--- config.mk ---
export PLATFORM = sky130hd
export DESIGN_NAME = dispatch_buffer_flat
export DESIGN_NICKNAME = d
export VERILOG_FILES = /design/src/rtl/dispatch_buffer_if.sv /design/src/rtl/dispatch_buffer.sv /design/src/flat_wrapper.sv
export SDC_FILE = /design/constraint.sdc
export NUM_CORES = 1
export LEC_CHECK = 0
export CAP_MARGIN = 15
export CELL_PAD_IN_SITES_DETAIL_PLACEMENT = 1
export CELL_PAD_IN_SITES_GLOBAL_PLACEMENT = 1
export CORE_AREA = 2 2 132 134
export DETAILED_ROUTE_END_ITERATION = 10
export DIE_AREA = 0 0 134 136
export DONT_BUFFER_PORTS = 1
export GPL_TIMING_DRIVEN = 0
export HOLD_SLACK_MARGIN = 0.12
export PLACE_DENSITY = 0.81
export SYNTH_ARGS = -nofsm -noshare
export SYNTH_HDL_FRONTEND = slang
export SYNTH_SLANG_ARGS = --single-unit
--- constraint.sdc ---
create_clock -name clk -period 3.1 [get_ports clk]
set_input_delay 0.31 -clock clk [delete_from_list [all_inputs] [get_ports clk]]
set_output_delay 0.31 -clock clk [all_outputs]
set_load 0.01 [all_outputs]
--- src/rtl/dispatch_buffer_if.sv ---
// Decode-side and issue-queue-side signal bundle for dispatch_buffer.
// master drives decode data and the queue's free count; slave is the buffer.
interface dispatch_buffer_if #(
   parameter int ELEM_W = 32,
   parameter int IQ_W   = 4
);
   logic [1:0][ELEM_W-1:0] dec_data;
   logic [1:0]             dec_number;
   logic                   dec_ready;
   logic                   dec_err;
   logic [IQ_W-1:0]        size_left;
   logic [1:0][ELEM_W-1:0] in_data;
   logic [1:0]             in_data_number;

   modport master (
      output dec_data, dec_number, size_left,
      input  dec_ready, dec_err, in_data, in_data_number
   );

   modport slave (
      input  dec_data, dec_number, size_left,
      output dec_ready, dec_err, in_data, in_data_number
   );
endinterface

--- src/rtl/dispatch_buffer.sv ---
// Circular buffer between decode and issue_queue: takes up to two instructions
// per cycle from decode and forwards up to two in order, never beyond size_left.
module dispatch_buffer #(
   parameter int BUF_DEPTH = 4,
   parameter int ELEM_W    = 32,
   parameter int IQ_W      = 4
) (
   input  logic                       clk,
   input  logic                       rst,
   input  logic                       flush,
   output logic [$clog2(BUF_DEPTH):0] occupancy,
   dispatch_buffer_if.slave           bus
);
   localparam int PTR_W = $clog2(BUF_DEPTH);
   localparam int CNT_W = PTR_W + 1;

   logic [ELEM_W-1:0] mem_r [BUF_DEPTH];
   logic [PTR_W-1:0]  rd_r;
   logic [PTR_W-1:0]  wr_r;
   logic [CNT_W-1:0]  cnt_r;
   logic              dec_err_r;

   logic [PTR_W-1:0]  rd1_s;
   logic [PTR_W-1:0]  wr1_s;
   logic [1:0]        pop_s;
   logic [1:0]        acc_s;
   logic              ready_s;
   logic              err_s;

   // Push-out count, accept count and error detection from registered state
   always_comb begin
      pop_s   = 2'd0;
      acc_s   = 2'd0;
      err_s   = 1'b0;
      rd1_s   = rd_r + PTR_W'(1);
      wr1_s   = wr_r + PTR_W'(1);
      ready_s = 1'b0;
      if (flush) begin
         pop_s   = 2'd0;
         ready_s = 1'b0;
      end else begin
         ready_s = (cnt_r <= CNT_W'(BUF_DEPTH - 2));
         if ((cnt_r >= CNT_W'(2)) && (bus.size_left >= IQ_W'(2))) begin
            pop_s = 2'd2;
         end else if ((cnt_r >= CNT_W'(1)) && (bus.size_left >= IQ_W'(1))) begin
            pop_s = 2'd1;
         end else begin
            pop_s = 2'd0;
         end
      end
      if (ready_s) begin
         case (bus.dec_number)
            2'd1:    acc_s = 2'd1;
            2'd2:    acc_s = 2'd2;
            2'd3:    err_s = 1'b1;
            default: acc_s = 2'd0;
         endcase
      end else begin
         acc_s = 2'd0;
      end
   end

   // Output slots; slots beyond the push count stay zero
   always_comb begin
      bus.in_data = '0;
      if (pop_s >= 2'd1) begin
         bus.in_data[0] = mem_r[rd_r];
      end else begin
         bus.in_data[0] = '0;
      end
      if (pop_s == 2'd2) begin
         bus.in_data[1] = mem_r[rd1_s];
      end else begin
         bus.in_data[1] = '0;
      end
   end

   assign bus.in_data_number = pop_s;
   assign bus.dec_ready      = ready_s;
   assign bus.dec_err        = dec_err_r;
   assign occupancy          = cnt_r;

   // Entry storage, slot 0 lands at wr and slot 1 at wr+1
   always_ff @(posedge clk or negedge rst) begin
      if (!rst) begin
         for (int i = 0; i < BUF_DEPTH; i++) begin
            mem_r[i] <= '0;
         end
      end else begin
         if (acc_s >= 2'd1) begin
            mem_r[wr_r] <= bus.dec_data[0];
         end
         if (acc_s == 2'd2) begin
            mem_r[wr1_s] <= bus.dec_data[1];
         end
      end
   end

   // Pointers, count and the registered error pulse; flush overrides everything
   always_ff @(posedge clk or negedge rst) begin
      if (!rst) begin
         rd_r      <= '0;
         wr_r      <= '0;
         cnt_r     <= '0;
         dec_err_r <= 1'b0;
      end else if (flush) begin
         rd_r      <= '0;
         wr_r      <= '0;
         cnt_r     <= '0;
         dec_err_r <= 1'b0;
      end else begin
         rd_r      <= rd_r + PTR_W'(pop_s);
         wr_r      <= wr_r + PTR_W'(acc_s);
         cnt_r     <= cnt_r + CNT_W'(acc_s) - CNT_W'(pop_s);
         dec_err_r <= err_s;
      end
   end
endmodule

--- src/flat_wrapper.sv ---
// flat-port wrapper written by rule: the top's interface ports become plain ports
module dispatch_buffer_flat 
#(
   parameter int BUF_DEPTH = 4,
   parameter int ELEM_W    = 32,
   parameter int IQ_W      = 4
)
  (clk, rst, flush, occupancy, bus_dec_data, bus_dec_number, bus_size_left, bus_dec_ready, bus_dec_err, bus_in_data, bus_in_data_number);
  dispatch_buffer_if #(.ELEM_W(ELEM_W), .IQ_W(IQ_W)) bus_i ();
  input  logic clk;
  input  logic rst;
  input  logic flush;
  output logic [$clog2(BUF_DEPTH):0] occupancy;
  input wire logic [$bits(bus_i.dec_data)-1:0] bus_dec_data;
  input wire logic [$bits(bus_i.dec_number)-1:0] bus_dec_number;
  input wire logic [$bits(bus_i.size_left)-1:0] bus_size_left;
  output wire logic [$bits(bus_i.dec_ready)-1:0] bus_dec_ready;
  output wire logic [$bits(bus_i.dec_err)-1:0] bus_dec_err;
  output wire logic [$bits(bus_i.in_data)-1:0] bus_in_data;
  output wire logic [$bits(bus_i.in_data_number)-1:0] bus_in_data_number;
  assign bus_i.dec_data = bus_dec_data;
  assign bus_i.dec_number = bus_dec_number;
  assign bus_i.size_left = bus_size_left;
  assign bus_dec_ready = bus_i.dec_ready;
  assign bus_dec_err = bus_i.dec_err;
  assign bus_in_data = bus_i.in_data;
  assign bus_in_data_number = bus_i.in_data_number;
  dispatch_buffer #(.BUF_DEPTH(BUF_DEPTH), .ELEM_W(ELEM_W), .IQ_W(IQ_W)) u_core (.clk(clk), .rst(rst), .flush(flush), .occupancy(occupancy), .bus(bus_i));
endmodule
==> results of run 1 <==
==> layout make-up <==
cell class,instances,share of cell area
sequential,136,0.3322
clock buffer,26,0.05263
tap,225,0.02748
multi-input combinational,557,0.4530
inverter,6,0.002198
timing repair buffer,95,0.09281
clock inverter,5,0.005739
buffer,58,0.03395
==> how the worst min path moves through the flow <==
stage / start / end / slack (ns) / cells past startpoint
floorplan: rst / u_core.bus.dec_err$_DFF_PN0_ / 0.01 / 0
global placement: rst / u_core.occupancy[1]$_DFF_PN0_ / 0.02 / 0
detailed placement: rst / u_core.occupancy[1]$_DFF_PN0_ / 0.02 / 0
CTS: rst / u_core.occupancy[1]$_DFF_PN0_ / -0.44 / 0
global route: rst / u_core.occupancy[1]$_DFF_PN0_ / -0.45 / 0
finish: rst / u_core.occupancy[1]$_DFF_PN0_ / -0.43 / 0
==> worst max-delay path, stage by stage, from the launching register on <==
cell	delay, ns
dfrtp_1	0.37
clkbuf_1	0.44
buf_1	0.69
mux4_2	0.35
nor2b_1	0.38
==> registers in the layout, indices dropped and copies added, names as in the netlist <==
register and flops:
u_core.rd_r 2, u_core.occupancy 3, u_core.mem_r 128, u_core.bus.dec_err 1
u_core.wr_r 2
==> per-stage QoR <==
| stage | hold WS, ns | power (mW) |
|---|---|---|
| after CTS | -0.4402 | 9.773 |
| final | -0.4328 | 9.984 |
| after floorplan | 0.01441 | 6.270 |
| after global routing | -0.4475 | 10.43 |
| after global placement | 0.01848 | 6.967 |
| after detailed placement | 0.01884 | 7.304 |
==> layer usage <==
| layer | vias to the layer above | GRT usage | wire, microns |
|---|---|---|---|
| met2 | 399 | 0.5678 | 15360 |
| met1 | 3731 | 0.4264 | 11780 |
| met4 | 0 | 0.1856 | 1263 |
| li1 | 2953 | - | - |
| met5 | - | 0 | 0 |
| met3 | 107 | 0.09582 | 2556 |
==> kinds of logic (layout without fill, tap and decap cells) <==
family	count (synthesis)	in the layout	share of synthesized area
fa+ha+maj	6	6	0.01072
flops	136	136	0.4049
compound gates	131	131	0.07861
xor+xnor	7	7	0.008189
mux	192	192	0.3240
buf+inv	64	190	0.04347
simple gates	221	221	0.1301
==> power groups by stage <==
stage | registers, mW | clock network, mW | logic (mW)
detailed placement | 3.36 | 0 | 3.94
global route | 3.50 | 2.16 | 4.77
floorplan | 3.09 | 0 | 3.18
global placement | 3.21 | 0 | 3.75
finish | 3.43 | 2.09 | 4.47
CTS | 3.35 | 2.08 | 4.35
==> cells in the mapped netlist, types with 4 or more instances <==
library cell / n / share of area
clkbuf_1: 29 / 0.013
nand3_2: 6 / 0.0071
nand2_1: 35 / 0.016
a21oi_1: 96 / 0.057
mux2i_1: 128 / 0.15
dfrtp_1: 136 / 0.40
o21ai_0: 32 / 0.019
nor2_1: 103 / 0.046
xnor2_1: 6 / 0.0063
nor2b_1: 65 / 0.048
buf_2: 14 / 0.0083
inv_1: 5 / 0.0022
buf_6: 6 / 0.0080
mux4_2: 64 / 0.17
ha_1: 4 / 0.0060
==> timing repair <==
action	CTS	global route
hold endpoints to repair	269	138
gates resized for setup	6	1
hold buffers	93	2
setup endpoints to repair	2	1
==> impl_metrics.toml, run 1 <==
[floorplan]
rows = 48
die_h_microns = 136
dieArea_sq_um = 18220
core_area_sq_um = 16880
die_x_microns = 134
start_util = 0.4980
io_pins = 144

[synthesis]
syn_inst = 757
ys_warn_count = 0
async_reset_ff_frac = 1.000
ys_ff_latch = 136
synth_ff_type = "dfrtp_1"
synth_edf_count = 0
synthesis.nets = 836
ys_seq_area_frac = 0.4049
syn_area_sq_um = 8404
syn_area_per_cell_sq_um = 11.10
ys_types = 32

[critical_path]
cp-endpoint = "bus_in_data[53]"
path_class = "flop to output pin"
r2r-end = "u_core.occupancy[2]$_DFF_PN0_"
worst_r2r_path_depth = 9
cp-end-kind = "output pin"
cp-startpoint = "u_core.rd_r[1]$_DFF_PN0_"
r2r_start = "u_core.occupancy[1]$_DFF_PN0_"
cp-start-kind = "flop"
rrSetupSlack_ns = 0.18
arrival_ns = 2.67
worstPathRequired_ns = 2.79
crit_fanout = 10

[placement]
dp_slack_ns = -0.7135
hpwlAfterDp_microns = 18090
dp.cells = 982
place_area_sq_um = 8686
portBuffers = 0
place_congestion = 0.8291

[cts]
cts_buffer_depth = 2
insertion_delay_ns = 0.44
cts_tree = "built"
clock_tree.root_cell = "clkbuf_16"
clkSinkCount = 136
cts_setup_buffers = 0
path_clk_slew_ns = 0.06
numCtsBuffers = 17
cts_max_level = 4

[drt]
firstDrtPassIters = 6
drt-initial-drc-count = 746
totalWireLength_microns = 30960
postRouteAntennaNets = 0
drc = 0
wl_per_cell_microns = 27.94
via_per_inst = 6.489
num_vias = 7190

[pwr]
clkPwrFrac = 0.209
p_sw_frac = 0.3649
p_comb_frac = 0.448
power_density_nw_per_um2 = 974.5
leakagePower_nw = 4.546
power_frac_seq = 0.344
p_sw_mw = 3.643
power.internal_mw = 6.341
vdd_drop_max_v = 0.0005089

[layout]
fin_nets = 950
multi_input_area_sq_um = 4642
final_cell_mix = "136 x dfrtp_1, 128 x mux2i_1, 103 x nor2_1, 96 x a21oi_1, 95 x dlygate4sd3_1"
fin_area_sq_um = 10250
fill_cells = 1754
regArea_sq_um = 3403
drive_gt1_frac = 0.1597
n_antenna_cell = 0
synthToLayoutAreaGrowth_pct = 21.91
fin_cells = 1108
post-route-util = 0.6071
final_common_cell = "dfrtp_1"

[global_route]
grt_antenna_before_repair = 0
grt_use_total = 0.3490
grt_max_degree = 137
grt_pass1_wl_microns = 47200
grt_pass1_vias = 8120
grt-ovfl-total = 0

[status]
violations = "negative hold slack"
status = "finished, violations left"

[sta]
setup_viol = 0
tns_ns = 0
fin_crit_ns = 2.980
layout_setup_ws_ns = 0.1202
fin_crit_sh = 0.9612
hold_violations = 136
fmax_mhz = 335.6
grt_setup_unrepaired = "no"
tightest_slew_ns = 0.8440
drv_slew = 0
fin_worst_skew_ns = 0.006375
whs_ns = -0.4328
relSlewSlack = 0.4373

[hold_path]
hp-class = "input port to asynchronous set/reset pin"

[run]
drv_cap = 0
Note: power is estimated with default switching activity, not from simulation.
==> inputs of run 2 (changes only) <==
--- a/config.mk
+++ b/config.mk
@@ -15,6 +15,8 @@
 export GPL_TIMING_DRIVEN = 0
 export HOLD_SLACK_MARGIN = 0.12
 export PLACE_DENSITY = 0.81
+export SETUP_SLACK_MARGIN = 0.1
 export SYNTH_ARGS = -nofsm -noshare
 export SYNTH_HDL_FRONTEND = slang
 export SYNTH_SLANG_ARGS = --single-unit
+export TNS_END_PERCENT = 100
==> run 2 against run 1 <==
The flow still finishes with violations (negative hold slack); first-iteration DRC count rose by 2.5%; global-route usage did not move; setup slack improved by 0.10 ns; maximum frequency rose by 3.6%; utilization rose by 0.21 points; sequential power barely moved; hold slack got worse by 0.0025 ns; cell count rose by 0.36%; final area rose by 0.35%; non-clock buffer count rose by 4; critical path depth rose by 9; combinational power barely moved; largest cell class unchanged.
==> impl_metrics.toml, run 2 (same netlist as run 1, synthesis figures left out) <==
[status]
status = "finished, violations left"
violations = "negative hold slack"

[pwr]
power_density_nw_per_um2 = 971.3
p_total_mw = 9.988
leakagePower_nw = 4.578
vdd_drop_max_v = 0.0005083

[drt]
firstDrtPassIters = 5
num_vias = 7220
postRouteAntennaNets = 0
wl_per_cell_microns = 27.88
drt-initial-drc-count = 765
via_per_inst = 6.493
totalWireLength_microns = 31000
drc = 0

[critical_path]
worstPathRequired_ns = 3.43
arrival_ns = 3.21
cp-start-kind = "flop"
path_class = "flop to flop"
r2r_start = "u_core.occupancy[1]$_DFF_PN0_"
slowest_delay_ns = 0.46
cp-end-kind = "flop"
path_cells = "nor3_1 > nor2_1 > o21ai_2 > buf_4 > nor2b_2 > ha_1 > inv_1 > ha_1 > inv_1 > fa_1 > xnor2_1 > xnor2_1 > nor2_1"
slowest_stage = "dfrtp_1"
cp-startpoint = "u_core.occupancy[1]$_DFF_PN0_"
crit_fanout = 10

[sta]
fin_crit_ns = 2.877
grt_setup_unrepaired = "no"
tightest_slew_ns = 0.7845
drv_slew = 0
whs_ns = -0.4353
fmax_mhz = 347.6
fin_crit_sh = 0.9279
layout_setup_ws_ns = 0.2234
relSlewSlack = 0.4770
hold_violations = 136
fin_worst_skew_ns = 0.007702
setup_viol = 0

[layout]
fin_nets = 954
final_common_cell = "dfrtp_1"
fin_cells = 1112
final_cell_mix = "136 x dfrtp_1, 128 x mux2i_1, 103 x nor2_1, 96 x a21oi_1, 95 x dlygate4sd3_1"
max_flop_register = "u_core.mem_r"
synthToLayoutAreaGrowth_pct = 22.35
n_antenna_cell = 0
largest_reg_flops = 128
drive_gt1_frac = 0.1669
fin_area_sq_um = 10280

[global_route]
grt-ovfl-total = 0
grt_antenna_before_repair = 0
grt_max_degree = 137
grt_pass1_wl_microns = 47200
grt_pass1_vias = 8120
grt_use_total = 0.3490

[floorplan]
rows = 48
die_x_microns = 134
start_util = 0.4980
die_h_microns = 136
core_area_sq_um = 16880
io_pins = 144
dieArea_sq_um = 18220

[cts]
cts_buffer_depth = 2
clock_tree.root_cell = "clkbuf_16"
clkSinkCount = 136
path_clk_slew_ns = 0.06
numCtsBuffers = 17
insertion_delay_ns = 0.44
cts_max_level = 4
cts_tree = "built"

[placement]
place_congestion = 0.8291
dp.cells = 982
hpwlAfterDp_microns = 18090
place_area_sq_um = 8686
portBuffers = 0
dp_slack_ns = -0.7135

[run]
drv_cap = 0

[hold_path]
hp-class = "input port to asynchronous set/reset pin"
run 2: cell count changes in the layout (fill, tap and decap cells not counted), sizes merged:
cell | before | now
buf | 27 | 31
run 2: area by class of cell:
| type | instances | area [sq um] |
|---|---|---|
| Fill cell | 1753 | 6594 |
| Multi-Input combinational cell | 557 | 4642 |
| Sequential cell | 136 | 3403 |
| Timing Repair Buffer | 99 | 980.9 |
| Clock buffer | 26 | 539.3 |
| Buffer | 58 | 354.1 |
| Tap cell | 225 | 281.5 |
| Clock inverter | 5 | 58.81 |
| Inverter | 6 | 22.52 |
run 2: routing by layer:
layer,share of wire,track usage,vias up,wire [microns]
met5,0,0,-,0
met4,0.037,0.1856,0,1159
met3,0.082,0.09582,98,2541
met2,0.50,0.5678,407,15460
met1,0.38,0.4264,3760,11840
li1,-,-,2955,-
run 2: through the flow:
stage,setup TNS (ns),util
4_1_cts,0,0.6059
3_3_place_gp,-1.217,0.5147
3_5_place_dp,-1.332,0.5147
2_1_floorplan,0,-
5_1_grt,0,0.6093
6_report,0,0.6093
run 2: power breakdown:
part / total [mW] / leakage (nW) / internal, mW / switching [mW]
Clock: 2.08 / 0.291 / 1.27 / 0.810
Combinational: 4.48 / 2.67 / 2.43 / 2.04
Sequential: 3.43 / 1.62 / 2.64 / 0.792
Total: 9.99 / 4.58 / 6.34 / 3.64
run 2: timing repair:
| item | in CTS | in global routing |
|---|---|---|
| hold buffers | 93 | 2 |
| setup buffers | 0 | 4 |
| gates cloned | 0 | 0 |
| resized for setup | 7 | 8 |
| endpoints found under the hold margin | 269 | 138 |
| pin swaps | 0 | 1 |
| endpoints found under the setup margin | 2 | 11 |
run 2: final timing paths:
path                                                 end  slack (ns)  depth (start not counted)
max                        u_core.occupancy[2]$_DFF_PN0_        0.22                         13
min                        u_core.occupancy[1]$_DFF_PN0_       -0.44                          0
max reg2reg                u_core.occupancy[2]$_DFF_PN0_        0.22                         13
min reg2reg                   u_core.mem_r[74]$_DFF_PN0_        0.60                          2
max in group asynchronous     u_core.mem_r[36]$_DFF_PN0_        3.26                          0
min in group clk              u_core.mem_r[52]$_DFF_PN0_        0.12                          2
run 2: worst max-delay path: cells and delay by family (launching register included):
family / cells / cell delay, ns
adders and majority gates: 3 / 0.88
and+or+nand+nor: 4 / 0.50
DFF: 1 / 0.46
buffers and inverters: 3 / 0.41
xor gates and xnor gates: 2 / 0.34
AOI/OAI and AO/OA: 1 / 0.18
==> inputs of run 3 (changes only) <==
--- a/config.mk
+++ b/config.mk
@@ -16,6 +16,7 @@
 export HOLD_SLACK_MARGIN = 0.12
 export PLACE_DENSITY = 0.81
 export SETUP_SLACK_MARGIN = 0.1
+export SLEW_MARGIN = 20
 export SYNTH_ARGS = -nofsm -noshare
 export SYNTH_HDL_FRONTEND = slang
 export SYNTH_SLANG_ARGS = --single-unit
==> results of run 3 <==
No change in the layout: final DEF, timing and power equal those of run 2.
